<file path="src/rtl/segre_pkg.sv">
// ---------------------------------------------------------------------------
// segre_pkg
// Shared types and sizes for the store-buffer / data-cache port logic.
//   WORD_SIZE      width of addresses and data words on the cache port
//   SB_ENTRIES     capacity of the store buffer
//   SB_ENTRY_BITS  index width for SB_ENTRIES
//   sb_arb_state_t states of the cache-port arbiter
// ---------------------------------------------------------------------------
package segre_pkg;

    localparam int WORD_SIZE     = 32;
    localparam int SB_ENTRIES    = 4;
    localparam int SB_ENTRY_BITS = $clog2(SB_ENTRIES);

    typedef enum logic [1:0] {
        IDLE  = 2'd0,
        LOAD  = 2'd1,
        DRAIN = 2'd2,
        FLUSH = 2'd3
    } sb_arb_state_t;

endpackage

</file>
<file path="src/rtl/segre_sb_drain_arbiter.sv">
// ---------------------------------------------------------------------------
// segre_sb_drain_arbiter
// Owns the single data-cache port shared by MEM-stage loads and store-buffer
// drains. Chooses the requester, holds the request stable until the cache
// accepts it, retires the SB head on an accepted drain, and runs a complete
// SB flush on a fence or when the SB is full.
//
// Ports
//   clk_i, rst_i             clock, synchronous active-high reset
//   ld_req_i, ld_addr_i      load request (held until ld_gnt_o) and address
//   ld_gnt_o                 load accepted by the cache this cycle
//   fence_i                  pulse: drain the whole SB before continuing
//   sb_empty_i, sb_full_i    SB occupancy flags
//   sb_head_addr_i/data_i    oldest SB entry
//   sb_pop_o                 retire the SB head (accepted drain only)
//   dc_req_o, dc_we_o        cache request valid, 1 = write (drain)
//   dc_addr_o, dc_data_o     cache address / write data (data 0 on reads)
//   dc_ready_i               cache accepts the request this cycle
//   stall_o                  freeze the pipeline front-end
//   flush_done_o             one-cycle pulse when a flush completes
// ---------------------------------------------------------------------------
module segre_sb_drain_arbiter
    import segre_pkg::*;
#(
    parameter int STARVE_MAX = 8,
    parameter int STARVE_W   = 4
) (
    input  logic                 clk_i,
    input  logic                 rst_i,
    input  logic                 ld_req_i,
    input  logic [WORD_SIZE-1:0] ld_addr_i,
    output logic                 ld_gnt_o,
    input  logic                 fence_i,
    input  logic                 sb_empty_i,
    input  logic                 sb_full_i,
    input  logic [WORD_SIZE-1:0] sb_head_addr_i,
    input  logic [WORD_SIZE-1:0] sb_head_data_i,
    output logic                 sb_pop_o,
    output logic                 dc_req_o,
    output logic                 dc_we_o,
    output logic [WORD_SIZE-1:0] dc_addr_o,
    output logic [WORD_SIZE-1:0] dc_data_o,
    input  logic                 dc_ready_i,
    output logic                 stall_o,
    output logic                 flush_done_o
);

    sb_arb_state_t        state_q;
    logic [STARVE_W-1:0]  starve_cnt_q;
    logic                 dc_req_q;
    logic                 dc_we_q;
    logic [WORD_SIZE-1:0] dc_addr_q;
    logic [WORD_SIZE-1:0] dc_data_q;
    logic                 fence_pend_q;
    logic                 flush_done_q;

    logic                 accept;
    logic                 starved;
    logic [STARVE_W-1:0]  starve_inc;

    // Helper terms: an accept is a held request meeting dc_ready_i; the
    // starvation counter saturates at STARVE_MAX so it never wraps back to a
    // value that would let loads win again.
    always_comb begin
        accept     = dc_req_q & dc_ready_i;
        starved    = (starve_cnt_q >= STARVE_W'(STARVE_MAX));
        starve_inc = starved ? starve_cnt_q : starve_cnt_q + 1'b1;
    end

    // Arbiter FSM. Every port signal is a register loaded when the decision is
    // made, so the request shows up one cycle later and cannot glitch while
    // the cache is deciding. A fence (or SB full) seen while a load or drain
    // is in flight is remembered in fence_pend_q and turns the completion
    // into a flush. In FLUSH a drain is issued only when no request is
    // pending, which gives the SB a cycle to present its new head after each
    // pop; the flush ends once the SB reports empty with nothing in flight.
    // A starved counter with an empty SB cannot force a drain, so loads are
    // still allowed through in that case instead of deadlocking.
    always_ff @(posedge clk_i) begin
        if (rst_i) begin
            state_q      <= IDLE;
            starve_cnt_q <= '0;
            dc_req_q     <= 1'b0;
            dc_we_q      <= 1'b0;
            dc_addr_q    <= '0;
            dc_data_q    <= '0;
            fence_pend_q <= 1'b0;
            flush_done_q <= 1'b0;
        end else begin
            flush_done_q <= 1'b0;
            case (state_q)
                IDLE: begin
                    if (fence_i || sb_full_i) begin
                        fence_pend_q <= 1'b0;
                        if (sb_empty_i) begin
                            flush_done_q <= 1'b1;
                        end else begin
                            state_q <= FLUSH;
                        end
                    end else if (ld_req_i && (!starved || sb_empty_i)) begin
                        state_q   <= LOAD;
                        dc_req_q  <= 1'b1;
                        dc_we_q   <= 1'b0;
                        dc_addr_q <= ld_addr_i;
                        dc_data_q <= '0;
                    end else if (!sb_empty_i) begin
                        state_q   <= DRAIN;
                        dc_req_q  <= 1'b1;
                        dc_we_q   <= 1'b1;
                        dc_addr_q <= sb_head_addr_i;
                        dc_data_q <= sb_head_data_i;
                    end
                end
                LOAD, DRAIN: begin
                    if (fence_i || sb_full_i) begin
                        fence_pend_q <= 1'b1;
                    end
                    if (dc_ready_i) begin
                        dc_req_q     <= 1'b0;
                        dc_we_q      <= 1'b0;
                        dc_addr_q    <= '0;
                        dc_data_q    <= '0;
                        fence_pend_q <= 1'b0;
                        if (state_q == LOAD && !sb_empty_i) begin
                            starve_cnt_q <= starve_inc;
                        end else begin
                            starve_cnt_q <= '0;
                        end
                        if (fence_pend_q || fence_i || sb_full_i) begin
                            state_q <= FLUSH;
                        end else begin
                            state_q <= IDLE;
                        end
                    end
                end
                FLUSH: begin
                    if (dc_req_q) begin
                        if (dc_ready_i) begin
                            dc_req_q     <= 1'b0;
                            dc_we_q      <= 1'b0;
                            dc_addr_q    <= '0;
                            dc_data_q    <= '0;
                            starve_cnt_q <= '0;
                        end
                    end else if (!sb_empty_i) begin
                        dc_req_q  <= 1'b1;
                        dc_we_q   <= 1'b1;
                        dc_addr_q <= sb_head_addr_i;
                        dc_data_q <= sb_head_data_i;
                    end else begin
                        state_q      <= IDLE;
                        fence_pend_q <= 1'b0;
                        flush_done_q <= 1'b1;
                    end
                end
                default: begin
                    state_q <= IDLE;
                end
            endcase
        end
    end

    // Output mapping. Grant and pop are the only same-cycle responses to
    // dc_ready_i; they are masked during reset so an abandoned drain never
    // retires its SB entry. SB full stalls the front-end in every state.
    always_comb begin
        dc_req_o     = dc_req_q;
        dc_we_o      = dc_we_q;
        dc_addr_o    = dc_addr_q;
        dc_data_o    = dc_data_q;
        ld_gnt_o     = accept & ~dc_we_q & ~rst_i;
        sb_pop_o     = accept & dc_we_q & ~rst_i;
        stall_o      = (state_q == FLUSH) | sb_full_i;
        flush_done_o = flush_done_q;
    end

endmodule

</file>
<file path="config.mk">
export PLATFORM = sky130hd
export DESIGN_NAME = segre_sb_drain_arbiter
export DESIGN_NICKNAME = d
export VERILOG_FILES = /design/src/rtl/segre_pkg.sv /design/src/rtl/segre_sb_drain_arbiter.sv
export SDC_FILE = /design/constraint.sdc
export NUM_CORES = 1
export LEC_CHECK = 0
export CORE_MARGIN = 4
export CORE_UTILIZATION = 38
export DETAILED_ROUTE_END_ITERATION = 8
export PLACE_DENSITY = 0.79
export SLEW_MARGIN = 20
export SYNTH_ARGS = -nofsm -noshare
export SYNTH_HDL_FRONTEND = slang
export SYNTH_SLANG_ARGS = --single-unit
export TNS_END_PERCENT = 50
</file>
<file path="constraint.sdc">
create_clock -name clk_i -period 2.55 [get_ports clk_i]
set_input_delay 0.51 -clock clk_i [delete_from_list [all_inputs] [get_ports clk_i]]
set_output_delay 0.51 -clock clk_i [all_outputs]
set_load 0.03 [all_outputs]
</file>
# Word level (Yosys, flattened, before mapping)
# Index checks and enable logic that the tools add are counted.
# word_totals
memories	0
rom_bits	0
ram_bits	0
output_inout_bits	70
latch_bits	0
wordCells	98
reg_bits	74
# classes
bitwise	8
shifts	0
magnitude_cmp	1
n_mul	0
div	0
mux	51
n_reduce_logical	15
add_sub_neg	1
n_eq_ne	14
# op_table
cell	count
$mux 32	10
$pmux 32 s3	2
$mux 1	20
$mux 4	5
$mux 2	8
$ne 2x2->1 const B	7
$ne 3x3->1 const B	4
$reduce_and 5->1	2
$pmux 1 s3	3
$pmux 4 s2	1
$pmux 2 s3	1
$and 1x1->1	5
$add 4x1->4 const B	1
$eq 2x2->1 const B	2
$ge 4x4->1 const B	1
$logic_or 1x1->1	4
$reduce_and 4->1	1
$reduce_and 3->1	1
$eq 2x1->1 const B	1
$logic_and 1x1->1	2
$logic_not 1->1	2
$logic_not 2->1	1
$not 1->1	2
$pmux 1 s2	1
other kinds (3)	3

# Logic depth before layout (Yosys ltp)
# Gate-level depths: netlist of the first run.
# depth
ltp_word	7
ltp_mapped	9
depth_no_buf	6

# Worst setup path before layout of the first run
# OpenSTA, ideal clock, no wires.
# synth_timing
path_type	input to output
from	input port rst_i
to	output port sb_pop_o
path_buffers	2
path_stages	3
arrival_ps	1629
path_slack_ps	411
cell_sequence	buf_2 > buf_1 > nor3b_1
# synth_via
elab_chain_len	2
# synth_rtl
element	line	rtl
from (decl)	segre_sb_drain_arbiter.sv:29	input logic rst_i,
$not 1->1	segre_sb_drain_arbiter.sv:172	sb_pop_o = accept & dc_we_q & ~rst_i;
$and 1x1->1	segre_sb_drain_arbiter.sv:172	
to (decl)	segre_sb_drain_arbiter.sv:38	output logic sb_pop_o,
# Every way passes these cells.

# Worst setup path in the final report of the first run
# layout_timing
from	register state_q[0]
to	output port stall_o
# layout_via
elab_chain_len	2
# layout_rtl
element	line	rtl
from (decl)	segre_sb_drain_arbiter.sv:48	sb_arb_state_t state_q;
from (signal assigned)	segre_sb_drain_arbiter.sv:81	state_q <= IDLE;
from (signal assigned)	segre_sb_drain_arbiter.sv:98	state_q <= FLUSH;
from (signal assigned)	segre_sb_drain_arbiter.sv:101	state_q <= LOAD;
$eq 2x2->1	segre_sb_drain_arbiter.sv:173	stall_o = (state_q == FLUSH) | sb_full_i;
$or 1x1->1	segre_sb_drain_arbiter.sv:173	
to (decl)	segre_sb_drain_arbiter.sv:44	output logic stall_o,
# Every way passes these cells.

==> results.toml, run 1 <==
[clock_network]
htreeDepth = 3
cts_hold_buf = 0
clkTransAtPathRegs_ns = 0.08
cts_root_buf = "clkbuf_8"
clkLatencyLatePin_ns = 0.33
cts.path.max_buffers = 2
numCtsBuffers = 9
cts_resized = 0
clock-sinks = 74
cts_setup_buffers = 0
cts_tree = "built"

[yosys]
avgSynthCellArea_um2 = 11.1
synth_top_family_by_area = "compound AO/OA/AOI/OAI gates"
yosys_warnings = 0
yosysTopAreaCell = "dfxtp_1"
ys_top_cells_by_area = "dfxtp_1 (48%), a22o_1 (27%), buf_6 (3.3%)"
synth-simple-area-share_pct = 7.48
synthAdderAreaFrac_pct = 2.43
synthXorXnorAreaFrac_pct = 0
synth_compound_area_share_pct = 35.0
synth.distinct_cells = 43
synthMuxAreaShare_pct = 0.485
synth_top_area_share_pct = 47.9
synthArstFlopShare_pct = 0
synth-main-ff-cell = "dfxtp_1"
postSynthCellCount = 279
synth-seq-area-share_pct = 47.9
ys_ff_latch = 74
synth_edf_count = 0
syn-num-nets = 388
netlist_area_um2 = 3100

[timing]
rsz0062_at_grt = "false"
timing.hold.ws_ns = 0.474
slew_viol_final = 0
hold_viol_final = 0
period_share_pct = 94.6
setup_violations = 0
fin_ws_ns = 0.138
worstMarginPinSlew_ns = 0.439
period_needed_ns = 2.41
max_clock_freq_mhz = 415
slew_headroom_pct = 70.7
skew_ns = 0.00721
finalSetupTns_ns = 0

[grt]
antenna_found_initial = 0
grt_overflow = 0
grt_pass1_wl_mm = 15.1
grt_max_degree = 46
grt_pass1_vias = 2929
grt_usage_pct = 19.3

[die]
die_h_um = 98.3
core_area_um2 = 7810
rows = 32
start_util_pct = 39.6
die_area_um2 = 9650
die_w_um = 98.3
ioPinCount = 173

[routing]
wl_mm = 9.48
drc = 0
num_vias = 2938
drtAntennaViolNets = 0
dr.first_iter.drc_count = 45
first_pass_iters = 4
wire_per_inst_um = 17.0
avgViaCountPerCell = 5.28

[critical_path]
r2r_start = "state_q[0]"
endpoint = "stall_o"
crit_slowest_cell = "clkdlybuf4s50_1"
worstSetupPathType = "reg -> out"
cpPeakStageDelay_ns = 0.66
critical-path-top-delay-family = "buffers and inverters"
startpoint = "state_q[0]"
r2r_slack_ns = 0.45
worstPathArrival_ns = 1.90
r2r-end = "dc_data_o[16]"
cp-end-kind = "output port"
path_depth = 3
rr_worst_depth = 7
cp-start-kind = "flip-flop"
crit_chain = "ha_2 > or2_2 > clkdlybuf4s50_1"
cp_max_fo = 10
cp.required_ns = 2.04
crit_buf_inv = 1

[power]
p_leak_nw = 2.00
ir_drop_v = 0.000532
powerDensity_nw_per_um2 = 982
power_mw = 5.04

[job]
drv_cap = 0

[final_layout]
final_area_um2 = 5130
fillerInstances = 649
final_core_utilization_pct = 65.7
drive_above_1_share_pct = 9.03
mostFrequentLayoutCells = "clkdlybuf4s50_1 (170), a22o_1 (97), dfxtp_1 (74)"
final_cell_count_no_fill = 556
syn_to_final_growth_pct = 65.8
num_antenna_cells = 0
layout_commonest_cell = "clkdlybuf4s50_1"
num-nets-final = 558

[place]
placed_area_um2 = 4890
hpwlAfterDp_mm = 7.22
dp_cells = 540
place_ws_ns = 0.239
gp_congestion = 0.789
placement.io_buffers = 172

[worst_hold_path]
min-delay-start = "fence_pend_q"
hold_path_class = "reg -> reg"

[run_status]
status = "finished clean"
==> report_power, final <==
group	leakage [nW]	internal, mW	total, mW	switching, mW
clock network	0.119	0.592	1.06	0.464
registers	0.603	1.40	1.54	0.139
logic	1.27	1.12	2.44	1.32
total	2.00	3.11	5.04	1.92
==> synth_stat cells (all sizes together), types with 2 or more instances <==
library cell	n
nand2b	7
ha	6
clkbuf	6
inv	7
nor2b	3
o31ai	2
a22o	97
buf	20
a211oi	2
a21oi	10
nor3	2
nand3	2
and2	4
o21ai	5
nand4b	2
dfxtp	74
nor2	5
nand2	7
==> per-layer routing <==
metal	track usage, %	part of all wire, %	vias up
met3	5.21	7.3	11
met2	32.5	48	133
met5	0	0	-
li1	-	-	1420
met1	24.3	43	1374
met4	5.78	1.3	0
==> state kept, by name (all words and copies together) (netlist names) <==
name          flops
starve_cnt_q      4
fence_pend_q      1
dc_addr_o        32
dc_we_o           1
flush_done_o      1
state_q           2
dc_req_o          1
dc_data_o        32
==> how the worst min path moves through the flow <==
stage	to	slack [ns]	depth (start not counted)
CTS	fence_pend_q	0.48	2
detailed placement	dc_addr_o[25]	0.46	1
floorplan	fence_pend_q	0.44	2
finish	fence_pend_q	0.47	2
global placement	fence_pend_q	0.45	2
global route	dc_addr_o[4]	0.49	1
==> tightest hold or removal path, cell delays in order (launching register included) <==
cell	delay, ns
dfxtp_1	0.32
nand2_1	0.05
a21oi_1	0.05
==> cell families after synthesis <==
logic type               count (synthesis)
AO/OA/AOI/OAI                          126
flip-flops                              74
multiplexers                             1
buffers and inverters                   33
adder cells (fa/ha/maj)                  6
AND/OR/NAND/NOR                         39
==> layout make-up <==
type / instances / area (µm²) / area share [%]
timing repair buffer: 185 / 1850 / 36.1
sequential: 74 / 1480 / 28.9
multi-input combinational: 172 / 1410 / 27.5
clock buffer: 10 / 138 / 2.68
tap: 102 / 128 / 2.49
clock inverter: 6 / 97.6 / 1.90
inverter: 7 / 26.3 / 0.512
Power figures use the tool's default switching activity.
==> run 2: changes to the inputs <==
--- a/config.mk
+++ b/config.mk
@@ -9,7 +9,6 @@
 export CORE_UTILIZATION = 38
 export DETAILED_ROUTE_END_ITERATION = 8
 export PLACE_DENSITY = 0.79
-export SLEW_MARGIN = 20
 export SYNTH_ARGS = -nofsm -noshare
 export SYNTH_HDL_FRONTEND = slang
 export SYNTH_SLANG_ARGS = --single-unit
==> results of run 2 <==
Same layout as run 1: the final DEF is identical, and so are final timing and power.
